===== src/rtl/reflet_cpu_core_pkg.sv =====
// reflet_pkg: shared definitions for the reflet accumulator CPU.
// Holds the opcode map (high nibble of the instruction byte), the
// sub-codes of the misc opcode (low nibble when op is 0), the indices
// of registers with a dedicated role, and the control FSM state type.
package reflet_pkg;

  localparam logic [3:0] OP_MISC  = 4'h0;
  localparam logic [3:0] OP_SET   = 4'h1;
  localparam logic [3:0] OP_READ  = 4'h2;
  localparam logic [3:0] OP_CPY   = 4'h3;
  localparam logic [3:0] OP_ADD   = 4'h4;
  localparam logic [3:0] OP_SUB   = 4'h5;
  localparam logic [3:0] OP_AND   = 4'h6;
  localparam logic [3:0] OP_OR    = 4'h7;
  localparam logic [3:0] OP_XOR   = 4'h8;
  localparam logic [3:0] OP_NOT   = 4'h9;
  localparam logic [3:0] OP_LSL   = 4'hA;
  localparam logic [3:0] OP_LSR   = 4'hB;
  localparam logic [3:0] OP_CMP   = 4'hC;
  localparam logic [3:0] OP_JIF   = 4'hD;
  localparam logic [3:0] OP_LOAD  = 4'hE;
  localparam logic [3:0] OP_STORE = 4'hF;

  localparam logic [3:0] MISC_NOP   = 4'h0;
  localparam logic [3:0] MISC_DEBUG = 4'h1;
  localparam logic [3:0] MISC_QUIT  = 4'h2;
  localparam logic [3:0] MISC_JMP   = 4'h3;

  localparam logic [3:0] REG_WR = 4'd0;
  localparam logic [3:0] REG_SR = 4'd12;
  localparam logic [3:0] REG_SP = 4'd13;
  localparam logic [3:0] REG_PC = 4'd14;

  typedef enum logic [2:0] {
    FETCH,
    EXEC,
    MEM,
    LWAIT,
    HALT
  } state_t;

endpackage


===== src/rtl/reflet_cpu_core_if.sv =====
// reflet_cpu_core_if: single synchronous memory bus of the reflet core.
//   addr      byte address driven by the core
//   data_out  store data driven by the core
//   write_en  store strobe driven by the core
//   data_in   read data, valid one cycle after addr
// master = CPU side, slave = memory side.
interface reflet_cpu_core_if #(
  parameter int wordsize = 16
);

  logic [wordsize-1:0] addr;
  logic [wordsize-1:0] data_out;
  logic [wordsize-1:0] data_in;
  logic                write_en;

  modport master (
    output addr,
    output data_out,
    output write_en,
    input  data_in
  );

  modport slave (
    input  addr,
    input  data_out,
    input  write_en,
    output data_in
  );

endinterface


===== src/rtl/reflet_cpu_core_alu.sv =====
// reflet_alu: combinational datapath of the reflet core.
//   op      instruction opcode (high nibble)
//   wr      accumulator value
//   rr      value of the register selected by the low nibble
//   result  new accumulator value for READ/ADD..LSR (wr otherwise)
//   eq, lt  compare flags (lt is unsigned)
module reflet_alu
  import reflet_pkg::*;
#(
  parameter int wordsize = 16
) (
  input  logic [3:0]          op,
  input  logic [wordsize-1:0] wr,
  input  logic [wordsize-1:0] rr,
  output logic [wordsize-1:0] result,
  output logic                eq,
  output logic                lt
);

  always_comb begin
    result = wr;
    case (op)
      OP_READ: result = rr;
      OP_ADD:  result = wr + rr;
      OP_SUB:  result = wr - rr;
      OP_AND:  result = wr & rr;
      OP_OR:   result = wr | rr;
      OP_XOR:  result = wr ^ rr;
      OP_NOT:  result = ~rr;
      // Shift counts past the word width naturally yield zero.
      OP_LSL:  result = wr << rr[4:0];
      OP_LSR:  result = wr >> rr[4:0];
      default: result = wr;
    endcase
  end

  assign eq = (wr == rr);
  assign lt = (wr < rr);

endmodule


===== src/rtl/reflet_cpu_core.sv =====
// reflet_cpu_core: accumulator CPU with 8-bit instructions.
//   clk, reset         rising-edge clock, synchronous active-high reset
//   enable             low freezes all state and suppresses write_en/debug
//   interrupt_request  reserved, ignored
//   bus (master)       byte-addressed memory bus, 1-cycle read latency
//   quit               sticky, set by QUIT, cleared by reset
//   debug              one-cycle pulse per executed DEBUG
// Register file: R0=WR, R12=SR (bit0 EQ, bit1 LT), R13=SP, R14=PC.
module reflet_cpu_core
  import reflet_pkg::*;
#(
  parameter int wordsize = 16
) (
  input  logic               clk,
  input  logic               reset,
  input  logic               enable,
  input  logic [3:0]         interrupt_request,
  reflet_cpu_core_if.master  bus,
  output logic               quit,
  output logic               debug
);

  logic [wordsize-1:0] regs [16];
  state_t              state;
  logic [wordsize-1:0] addr_q;
  logic [wordsize-1:0] dout_q;
  logic                we_q;
  logic                dbg_q;
  logic                quit_q;

  logic [7:0]          instr;
  logic [3:0]          op;
  logic [3:0]          r;
  logic [wordsize-1:0] wr;
  logic [wordsize-1:0] rv;
  logic [wordsize-1:0] pc;
  logic [wordsize-1:0] pc_inc;
  logic [wordsize-1:0] alu_res;
  logic                alu_eq;
  logic                alu_lt;
  logic                unused_irq;

  assign unused_irq = ^interrupt_request;

  assign pc     = regs[REG_PC];
  assign wr     = regs[REG_WR];
  assign pc_inc = pc + wordsize'(1);
  assign instr  = pc[0] ? bus.data_in[15:8] : bus.data_in[7:0];
  assign op     = instr[7:4];
  assign r      = instr[3:0];
  // R14 holds the PC of the instruction in EXEC, so reading it yields
  // the address of the current instruction.
  assign rv     = regs[r];

  reflet_alu #(
    .wordsize(wordsize)
  ) u_alu (
    .op    (op),
    .wr    (wr),
    .rr    (rv),
    .result(alu_res),
    .eq    (alu_eq),
    .lt    (alu_lt)
  );

  // addr is registered one step ahead: whichever state comes next finds
  // its address already on the bus, so the 1-cycle memory latency is
  // absorbed without extra states (plain 2, STORE 3, LOAD 4 cycles).
  always_ff @(posedge clk) begin
    if (reset) begin
      for (int unsigned i = 0; i < 16; i++) regs[i] <= '0;
      state  <= FETCH;
      addr_q <= '0;
      dout_q <= '0;
      we_q   <= 1'b0;
      dbg_q  <= 1'b0;
      quit_q <= 1'b0;
    end else if (enable) begin
      dbg_q <= 1'b0;
      case (state)
        FETCH: begin
          addr_q <= pc;
          state  <= EXEC;
        end
        EXEC: begin
          regs[REG_PC] <= pc_inc;
          addr_q       <= pc_inc;
          state        <= FETCH;
          case (op)
            OP_MISC: begin
              case (r)
                MISC_NOP:   ;
                MISC_DEBUG: dbg_q <= 1'b1;
                MISC_QUIT: begin
                  quit_q <= 1'b1;
                  addr_q <= addr_q;
                  state  <= HALT;
                end
                MISC_JMP: begin
                  regs[REG_PC] <= wr;
                  addr_q       <= wr;
                end
                default: ;
              endcase
            end
            OP_SET: regs[REG_WR] <= wordsize'(r);
            OP_CPY: begin
              // Later assignment wins: CPY into R14 overrides the increment.
              regs[r] <= wr;
              if (r == REG_PC) addr_q <= wr;
            end
            OP_CMP: regs[REG_SR] <= {regs[REG_SR][wordsize-1:2], alu_lt, alu_eq};
            OP_JIF: begin
              if (regs[REG_SR][0]) begin
                regs[REG_PC] <= rv;
                addr_q       <= rv;
              end
            end
            OP_LOAD: begin
              addr_q <= rv;
              state  <= MEM;
            end
            OP_STORE: begin
              addr_q <= rv;
              dout_q <= wr;
              we_q   <= 1'b1;
              state  <= MEM;
            end
            default: regs[REG_WR] <= alu_res;
          endcase
        end
        MEM: begin
          if (we_q) begin
            we_q   <= 1'b0;
            addr_q <= pc;
            state  <= FETCH;
          end else begin
            state <= LWAIT;
          end
        end
        LWAIT: begin
          regs[REG_WR] <= bus.data_in;
          addr_q       <= pc;
          state        <= FETCH;
        end
        HALT: state <= HALT;
        default: state <= FETCH;
      endcase
    end
  end

  // Strobes are gated by enable so a frozen core never writes or
  // signals; the held registers re-assert them once enable returns.
  assign bus.addr     = addr_q;
  assign bus.data_out = dout_q;
  assign bus.write_en = we_q & enable;
  assign debug        = dbg_q & enable;
  assign quit         = quit_q;

endmodule


===== src/flat_wrapper.sv =====
// flat-port wrapper written by rule: the top's interface ports become plain ports
module reflet_cpu_core_flat import reflet_pkg::*;
#(
  parameter int wordsize = 16
)
  (clk, reset, enable, interrupt_request, quit, debug, bus_addr, bus_data_out, bus_write_en, bus_data_in);
  reflet_cpu_core_if #(.wordsize(wordsize)) bus_i ();
  input  logic clk;
  input  logic reset;
  input  logic enable;
  input  logic [3:0] interrupt_request;
  output logic quit;
  output logic debug;
  output wire logic [$bits(bus_i.addr)-1:0] bus_addr;
  output wire logic [$bits(bus_i.data_out)-1:0] bus_data_out;
  output wire logic [$bits(bus_i.write_en)-1:0] bus_write_en;
  input wire logic [$bits(bus_i.data_in)-1:0] bus_data_in;
  assign bus_addr = bus_i.addr;
  assign bus_data_out = bus_i.data_out;
  assign bus_write_en = bus_i.write_en;
  assign bus_i.data_in = bus_data_in;
  reflet_cpu_core #(.wordsize(wordsize)) u_core (.clk(clk), .reset(reset), .enable(enable), .interrupt_request(interrupt_request), .bus(bus_i), .quit(quit), .debug(debug));
endmodule

===== config.mk =====
export PLATFORM = sky130hd
export DESIGN_NAME = reflet_cpu_core_flat
export DESIGN_NICKNAME = d
export VERILOG_FILES = /design/src/rtl/reflet_cpu_core_pkg.sv /design/src/rtl/reflet_cpu_core_if.sv /design/src/rtl/reflet_cpu_core_alu.sv /design/src/rtl/reflet_cpu_core.sv /design/src/flat_wrapper.sv
export SDC_FILE = /design/constraint.sdc
export NUM_CORES = 1
export LEC_CHECK = 0
export CORE_UTILIZATION = 57
export DETAILED_ROUTE_END_ITERATION = 8
export PLACE_DENSITY = 0.85
export REMOVE_ABC_BUFFERS = 1
export SLEW_MARGIN = 20
export SYNTH_ARGS = -nofsm -noshare
export SYNTH_HDL_FRONTEND = slang
export SYNTH_SLANG_ARGS = --single-unit

===== constraint.sdc =====
create_clock -name clk -period 5.3 [get_ports clk]
set_input_delay 1.06 -clock clk [delete_from_list [all_inputs] [get_ports clk]]
set_output_delay 1.06 -clock clk [all_outputs]
set_load 0.05 [all_outputs]

Yosys cells after proc, flatten, opt, wreduce, memory -nomap -nowiden
Memories as Yosys holds them, arrays and structs flattened.
Cells that the tools add are included.
Word-level totals
  register bits after elaboration: 38
  output and inout bits: 35
  RAM bits: 256
  input bits: 23
  memories kept: 1
  word-level logic and storage cells: 138
Cells by class
  reduce and logical (&&, ||, !) cells: 12
  bitwise gates (word level): 16
  eq/ne operators: 28
  shift-type cells: 2
  magnitude comparators: 1
  mux-type cells: 69
  add/sub/neg operators: 3
Memories
  u_core.regs: words 16, bits a word 16, rd ports 4, clocked after memory_dff 0, write ports 16, RTL line reflet_cpu_core.sv:23  | logic [wordsize-1:0] regs [16];
Operators with widths (number)
  $mux W16: 11
  $pmux W16 S9: 1
  $pmux W16 S4: 1
  $pmux W16 S3: 1
  $mux W1: 47
  $eq A4 B4 Y1 const B: 9
  $pmux W16 S2: 1
  $add A16 B1 Y16 const B: 1
  $add A16 B16 Y16: 1
  $and A16 B16 Y16: 1
  $eq A16 B16 Y1: 1
  $eq A4 B2 Y1 const B: 4
  $eq A4 B3 Y1 const B: 4
  $lt A16 B16 Y1: 1
  $not A16 Y16: 1
  $or A16 B16 Y16: 1
  $reduce_or A16 Y1: 1
  $shl A16 B5 Y16: 1
  $shr A16 B5 Y16: 1
  $sub A16 B16 Y16: 1
  $xor A16 B16 Y16: 1
  $pmux W3 S4: 1
  $eq A4 B1 Y1 const B: 2
  $mux W8: 1
  23 further kinds: 36

Longest topological paths before layout
Gate-level depths: netlist (run 1).
An unclocked memory read counts as a cell.
  depth in word-level cells: 12
  gate-level depth with buffers: 23
  depth with buffers taken out: 17

By module
A second synthesis (run 1) with hierarchy kept.
Second synthesis, totals
  cell total of the unflattened synthesis: 1985
  area, all modules: 19936.6 um^2
By module, submodules not included
  reflet_cpu_core: seq. area each 8448.1 um^2, cells each 1374, area an instance 15523.6 um^2, times used 1
  reflet_alu: seq. area each 0.0 um^2, cells each 611, area an instance 4413.0 um^2, times used 1

Least setup slack after synthesis (run 1)
No wires, ideal clock.
  path kind: input -> register
  start: in bus_data_in[8]
  end: mem u_core.regs[0][14], data pin
  setup time: 0.268 ns
  required time: 5.032 ns
  data arrival time: 5.289 ns
  stages: 22
  slack: -0.258 ns
  cell sequence: buf_2 -> clkbuf_1 -> and4b_1 -> a31o_2 -> o41ai_1 -> and4_1 -> buf_4 -> buf_6 -> inv_2 -> buf_2 -> ha_1 -> fa_1 -> a21oi_1 -> o21bai_1 -> a2111oi_0 -> o211ai_1 -> a31o_2 -> and3_1 -> a21oi_1 -> o221ai_1 -> a22oi_1 -> o211ai_1
RTL lines
  start, declared: RTL line flat_wrapper.sv:17  | input wire logic [$bits(bus_i.data_in)-1:0] bus_data_in;
  end, declared: RTL line reflet_cpu_core.sv:23

==> qor.json, run 1 <==
{
  "synth_ff_type": "edfxtp_1",
  "yosysTopAreaCellShare_pct": 40.3,
  "syn_avg_cell_area_um2": 10.1,
  "synth_largest_area_cell": "edfxtp_1",
  "final_layout_size_suffix_gt1_share_pct": 21.8,
  "power.share.switching_pct": 31.5,
  "achievable-frequency_mhz": 194,
  "hold_path_class": "reg2reg",
  "fin_worst_skew_ps": 28.4,
  "drt_drc": 0,
  "netlist_instances": 1883,
  "clkSinkCount": 294,
  "area_of_the_core_mm2": 0.0327,
  "seq_area_frac_synth_pct": 44.3,
  "antenna_cells": 0,
  "vdd.ir_drop.worst_v": 0.000253,
  "leakagePower_nw": 8.30,
  "core.rowCount": 66,
  "worstSetupStartpointType": "input port",
  "combinational_share_of_power_pct": 26.0,
  "cp.arrival_ps": 5410,
  "multi_input_area_mm2": 0.00977,
  "nFillCells": 2453,
  "critical_path.endpoint_type": "flip-flop",
  "synth.top_cells.by_count": "edfxtp_1, nor3_1, nand2_1",
  "fp.dieH_um": 185,
  "register_area_mm2": 0.00845,
  "synth_compound_gate_area_share_pct": 17.6,
  "clock_tree_from_tritoncts": "built",
  "place.port_buffers": 53,
  "route.antenna.remaining_nets": 0,
  "clk_root_buffer_cell": "clkbuf_16",
  "die_x_um": 185,
  "dr.first_iter.drc_count": 2866,
  "critPathKind": "in2reg",
  "grt_use_total_pct": 39.5,
  "timing.critical_path.fanout_max": 10,
  "synth_most_common_cell": "edfxtp_1",
  "grt_pass1_vias": 16500,
  "total_wirelength_of_the_detailed_routed_design_mm": 67.4,
  "synth_simple_gate_area_share_pct": 17.4,
  "final_net_count": 2098,
  "clk_transition_reported_paths_ps": 60,
  "synth_warn": 0,
  "place.detailed.hpwl_mm": 46.3,
  "ys_seq_elements": 294,
  "vias_per_cell": 7.03,
  "clock_insertion_delay_worst_skew_ps": 550,
  "finalHoldViolations": 0,
  "clock_power_share_pct": 35.0,
  "post_synth_fa_ha_maj_area_fraction_pct": 3.32,
  "grt_max_degree": 55,
  "initial_core_util_pct": 58.3,
  "worst_slew_margin_rel_pct": 30.5,
  "timing.max_cap.violations": 0,
  "routabilityCongestion": 1.02,
  "critical_path_required_ps": 5570,
  "routed-via-count": 17500,
  "synth-edff-count": 256,
  "finalWorstPathRequiredPeriod_ps": 5140,
  "seqPwrFrac_pct": 39.0,
  "dp_cells": 2429,
  "switching_pwr_mw": 2.15,
  "worst_slew_pin_slew_ps": 1040,
  "pin_count": 58,
  "power_per_cell_area_mw_per_mm2": 302,
  "synth.top_cells.by_area": "edfxtp_1, mux4_2, nor3_1",
  "outcome": "finished clean",
  "drt-wirelength-per-cell_um": 27.0,
  "netlist-cell-type-count": 94,
  "grt_pass1_wl_mm": 100,
  "cts_buffer_depth": 3,
  "timing.final.crit_share_pct": 97.0,
  "finalMaxSlewViolations": 0,
  "largest_family_of_logic_cells_by_synthesized_area": "compound AO/OA/AOI/OAI gates",
  "area_overhead_vs_synth_pct": 18.0,
  "mux_share_of_post_synthesis_cell_area_pct": 10.0,
  "antenna_found_initial": 1,
  "postSynth.asyncResetShare_pct": 0,
  "post_synth_instance_area_mm2": 0.0191,
  "grt-ovfl-total": 0,
  "final_cells": 2492,
  "post_synth_xor_xnor_area_pct": 1.61,
  "int_power_mw": 4.66,
  "timing.final.setup_violations": 0,
  "finalCoreUtilization_pct": 68.9,
  "die_area_mm2": 0.0342,
  "first_pass_iters": 6,
  "ctsHtreeMaxLevel": 2,
  "cts_inserted_buffers": 34
}
-- cell usage in the layout (no fill, tap or decap), types with 49 or more instances in the layout --
cell	n
o21ai_0	64
a21oi_1	93
nor3_1	206
edfxtp_1	256
ha_1	49
inv_1	51
buf_4	236
mux2i_1	72
nand2_1	126
and2_1	51
nor2_1	124
-- worst max-delay path, stage by stage --
cell	delay, ps
clkdlybuf4s50_1	500
and2b_1	220
a22o_1	350
buf_4	220
o41ai_2	70
o2111a_2	330
inv_2	50
ha_1	290
buf_4	180
a21oi_1	160
o21bai_2	140
a2111oi_4	440
buf_4	180
o211ai_1	160
a31o_2	270
and3_1	190
a21oi_2	160
o221ai_1	120
a22oi_1	190
o211ai_1	100
-- metal layers --
layer | routed length, µm | global-route usage (%)
met3 | 8560 | 8.79
met1 | 25600 | 54.1
met4 | 3550 | 18.5
met2 | 29700 | 59.7
met5 | 0 | 0
-- power groups by stage --
stage / Sequential, mW / Clock (mW) / Combinational, mW
after floorplan: 2.72 / 0 / 0.902
after global placement: 2.69 / 0 / 1.66
final: 2.65 / 2.38 / 1.77
after detailed placement: 2.70 / 0 / 1.67
after CTS: 2.65 / 2.39 / 1.70
after global routing: 2.66 / 2.47 / 1.86
-- stage by stage --
stage | instance area (µm²) | hold WS [ps] | worst slack (ps) | setup TNS (ps) | total power, mW
finish | 22500 | 458 | 159 | 0 | 6.81
global route | 22500 | 479 | -16.0 | -16.0 | 6.98
CTS | 22400 | 457 | 46.8 | 0 | 6.73
detailed placement | 21300 | 447 | -1200 | -8900 | 4.37
global placement | 21300 | 433 | -1190 | -9080 | 4.35
floorplan | 18200 | 434 | -4680 | -110440 | 3.62
-- registers in the layout (all words and copies together), names as in the netlist --
register / flops
u_core.dbg_q: 1
u_core.state: 3
u_core.regs: 256
u_core.quit: 1
u_core.bus.addr: 16
u_core.bus.data_out: 16
u_core.we_q: 1
-- worst paths after layout --
path | startpoint | endpoint | slack [ps] | cells after the start
max | bus_data_in[10] | u_core.regs[0][14] | 160 | 20
min | u_core.bus.addr[5] | u_core.bus.addr[5] | 460 | 2
max reg2reg | u_core.regs[14][0] | u_core.regs[0][14] | 300 | 20
min reg2reg | u_core.bus.addr[5] | u_core.bus.addr[5] | 460 | 2
-- cell families (layout without fill, tap and decap cells) --
logic type,Yosys count,count (layout)
muxes,130,130
adders and majority gates,50,50
and+or+nand+nor,656,656
buffers and inverters,246,413
xor gates and xnor gates,35,35
DFF,294,294
AOI/OAI and AO/OA,472,472
-- area by class of cell --
type | count | area share [%]
multi-input combinational | 1343 | 43.4
sequential | 294 | 37.5
timing repair buffer | 297 | 10.7
clock buffer | 40 | 3.92
tap | 442 | 2.46
clock inverter | 21 | 1.03
inverter | 55 | 0.939
-- repair_timing --
action | CTS | global route
pin swaps | 2 | 4
gates resized for setup | 18 | 27
hold buffers | 0 | 0
endpoints found under the setup margin | 8 | 8
buffers inserted | 0 | 2
Power figures use the tool's default switching activity.
==> run 2, diff against run 1 <==
GPL_TIMING_DRIVEN = 0   (was not set)
==> qor.json, run 2 (synthesized netlist as in run 1, its figures left out) <==
{
  "outcome": "finished with violations",
  "violations": "design-rule violations, negative setup slack",
  "clk_transition_reported_paths": {"value": 70, "unit": "ps", "change": "about the same"},
  "max_flop_register": "u_core.regs",
  "origin_of_the_worst_setup_path": "bus_data_in[10]",
  "drt_drc": {"value": 1, "change": "+1"},
  "hold_start": "u_core.quit",
  "worst_hold_slack": {"value": 463, "unit": "ps", "change": "+5.18 ps"},
  "dr.first_iter.drc_count": {"value": 3515, "change": "+23%"},
  "endpoint": "u_core.regs[0][9]",
  "cts_hold_buffers": {"value": 0, "change": "unchanged"},
  "achievable-frequency": {"value": 185, "unit": "MHz", "change": "-4.7%"},
  "core.rowCount": {"value": 66, "change": "unchanged"},
  "hold_path_class": "reg2reg",
  "grt-ovfl-total": {"value": 0, "change": "unchanged"},
  "total_power": {"value": 6.48, "unit": "mW", "change": "-4.9%"},
  "pin_count": {"value": 58, "change": "unchanged"},
  "routed-via-count": {"value": 17600, "change": "+0.26%"},
  "timing.critical_path.fanout_max": {"value": 32, "change": "+22"},
  "antenna_cells": {"value": 0, "change": "unchanged"},
  "final_layout_size_suffix_gt1_share": {"value": 17.3, "unit": "%", "change": "-4.5 points"},
  "first_pass_iters": {"value": 9, "change": "+3"},
  "critical_path.reg2reg.startpoint": "u_core.regs[14][0]",
  "area_of_the_core": {"value": 0.0327, "unit": "mm²", "change": "unchanged"},
  "timing.final.setup_violations": {"value": 1, "change": "+1"},
  "final_cell_area": {"value": 0.0219, "unit": "mm²", "change": "-2.7%"},
  "grt_pass1_vias": {"value": 16800, "change": "+1.7%"},
  "timing.final.crit_share": {"value": 102, "unit": "%", "change": "+4.8 points"},
  "final_cells": {"value": 2329, "change": "-6.5%"},
  "worst_r2r_path_depth": {"value": 19, "change": "-5.0%"},
  "leakagePower": {"value": 7.66, "unit": "nW", "change": "-7.6%"},
  "grt_pass1_wl": {"value": 103, "unit": "mm", "change": "+2.7%"},
  "rsz0062_at_grt": "yes",
  "largest_register_ff_count": {"value": 256, "change": "unchanged"},
  "route.antenna.remaining_nets": {"value": 0, "change": "unchanged"},
  "timing.max_cap.violations": {"value": 0, "change": "unchanged"},
  "area_overhead_vs_synth_pct": 14.9,
  "setup-tns-final": {"value": -95.7, "unit": "ps", "change": "-95.7 ps"},
  "register_area": {"value": 0.00845, "unit": "mm²", "change": "unchanged"},
  "finalHoldViolations": {"value": 0, "change": "unchanged"},
  "finalMaxSlewViolations": {"value": 0, "change": "unchanged"},
  "worst_slew_pin_slew": {"value": 1190, "unit": "ps", "change": "+151 ps"},
  "place.detailed.hpwl": {"value": 41.9, "unit": "mm", "change": "-9.5%"},
  "ctsHtreeMaxLevel": {"value": 1, "change": "-1"},
  "die_area": {"value": 0.0342, "unit": "mm²", "change": "unchanged"},
  "power_per_cell_area": {"value": 295, "unit": "mW/mm²", "change": "-2.3%"},
  "cp.arrival": {"value": 5740, "unit": "ps", "change": "+330 ps"},
  "nFillCells": {"value": 2329, "change": "-5.1%"},
  "finalCoreUtilization": {"value": 67.0, "unit": "%", "change": "-1.8 points"},
  "worstSetupStartpointType": "input port",
  "worst_slew_margin_rel": {"value": 20.7, "unit": "%", "change": "-9.9 points"},
  "initial_core_util": {"value": 58.3, "unit": "%", "change": "unchanged"},
  "clock_insertion_delay_worst_skew": {"value": 600, "unit": "ps", "change": "+50 ps"},
  "multi_input_area": {"value": 0.0102, "unit": "mm²", "change": "+3.9%"},
  "grt_use_total": {"value": 40.7, "unit": "%", "change": "+1.3 points"},
  "pre_cts_slack": {"value": -3370, "unit": "ps", "change": "-2170 ps"},
  "ff2ff_setup_slack": {"value": -80, "unit": "ps", "change": "-380 ps"},
  "layout_common_cells": "edfxtp_1, nor3_1, nand2_1",
  "routabilityCongestion": {"value": 1.02, "change": "-0.61%"},
  "critPathKind": "in2reg",
  "cts_buffer_depth": {"value": 3, "change": "unchanged"},
  "grt_max_degree": {"value": 61, "change": "+11%"},
  "critical_path_required": {"value": 5640, "unit": "ps", "change": "+70 ps"},
  "finalWorstPathRequiredPeriod": {"value": 5400, "unit": "ps", "change": "+254 ps"},
  "fp.dieH": {"value": 185, "unit": "µm", "change": "unchanged"},
  "drt-wirelength-per-cell": {"value": 30.0, "unit": "µm", "change": "+11%"},
  "final_net_count": {"value": 1935, "change": "-7.8%"},
  "critical_path.endpoint_type": "flip-flop",
  "clkSinkCount": {"value": 294, "change": "unchanged"},
  "antenna_found_initial": {"value": 2, "change": "+1"},
  "clk_root_buffer_cell": "clkbuf_16",
  "total_wirelength_of_the_detailed_routed_design": {"value": 70.0, "unit": "mm", "change": "+3.8%"},
  "clock_tree_from_tritoncts": "built",
  "vias_per_cell": {"value": 7.54, "change": "+7.3%"},
  "final.setup.worst_slack": {"value": -95.7, "unit": "ps", "change": "-254 ps"},
  "fin_worst_skew": {"value": 26.4, "unit": "ps", "change": "-2.03 ps"},
  "vdd.ir_drop.worst": {"value": 0.000281, "unit": "V", "change": "+11%"},
  "place.port_buffers": {"value": 53, "change": "unchanged"},
  "dp_cells": {"value": 2219, "change": "-8.6%"},
  "die_x": {"value": 185, "unit": "µm", "change": "unchanged"},
  "placedInstanceArea": {"value": 0.0200, "unit": "mm²", "change": "-5.8%"},
  "mostFrequentLayoutCell": "edfxtp_1",
  "cts_inserted_buffers": {"value": 31, "change": "-8.8%"},
  "r2r-end": "u_core.regs[0][9]"
}
-- run 2: cell count changes in the layout (fill, tap and decap cells not counted), sizes merged, moves of 2 or more --
cell	delta
clkinvlp	+2
buf	-163
inv	-4
clkinv	-5
clkdlybuf4s15	+2
clkbuf	+5
clkdlybuf4s50	-3
bufinv	-2
dlygate4sd2	+2
-- run 2: report_power, final --
part / total, mW / switching (mW) / internal (mW)
clock: 2.16 / 0.981 / 1.18
sequential: 2.68 / 0.0865 / 2.59
combinational: 1.64 / 1.05 / 0.589
total: 6.48 / 2.12 / 4.36
-- run 2: layout make-up --
| class | instances | area share, % |
|---|---|---|
| clock inverter | 12 | 0.508 |
| timing repair buffer | 133 | 7.10 |
| tap | 442 | 2.52 |
| clock buffer | 46 | 3.93 |
| multi-input combinational | 1347 | 46.3 |
| sequential | 294 | 38.5 |
| inverter | 55 | 1.08 |
-- run 2: timing repair --
action | in CTS | in global routing
gates resized for setup | 87 | 35
buffers inserted | 24 | 22
setup endpoints to repair | 21 | 8
cloned | 4 | 0
pin swaps | 16 | 19
endpoints found under the hold margin | 0 | 0
-- run 2: worst min path at each step --
stage                               end  slack [ps]  depth (start not counted)
finish                      u_core.quit         460                          2
detailed placement  u_core.bus.addr[10]         450                          2
global placement            u_core.quit         440                          2
global route         u_core.bus.addr[3]         490                          2
CTS                  u_core.bus.addr[3]         460                          2
floorplan                  u_core.dbg_q         430                          1
-- run 2: critical path: stages --
cell	delay, ps
dlygate4sd2_1	440
nand2_2	260
o22ai_4	470
o41ai_4	220
and4_4	290
inv_8	210
ha_2	380
a21o_1	190
a221o_1	400
or4_4	480
a31oi_4	230
xnor2_1	140
o22ai_1	100
nor3_2	350
o31ai_2	130
a211oi_2	240
o21ai_0	110
-- run 2: layer usage --
| layer | vias to the layer above | wire [µm] | global-route usage (%) |
|---|---|---|---|
| met1 | 8272 | 23900 | 50.3 |
| met3 | 443 | 10200 | 13.5 |
| met2 | 1682 | 30300 | 61.1 |
| met5 | - | 44 | 0 |
| met4 | 2 | 5480 | 26.6 |
| li1 | 7160 | - | - |
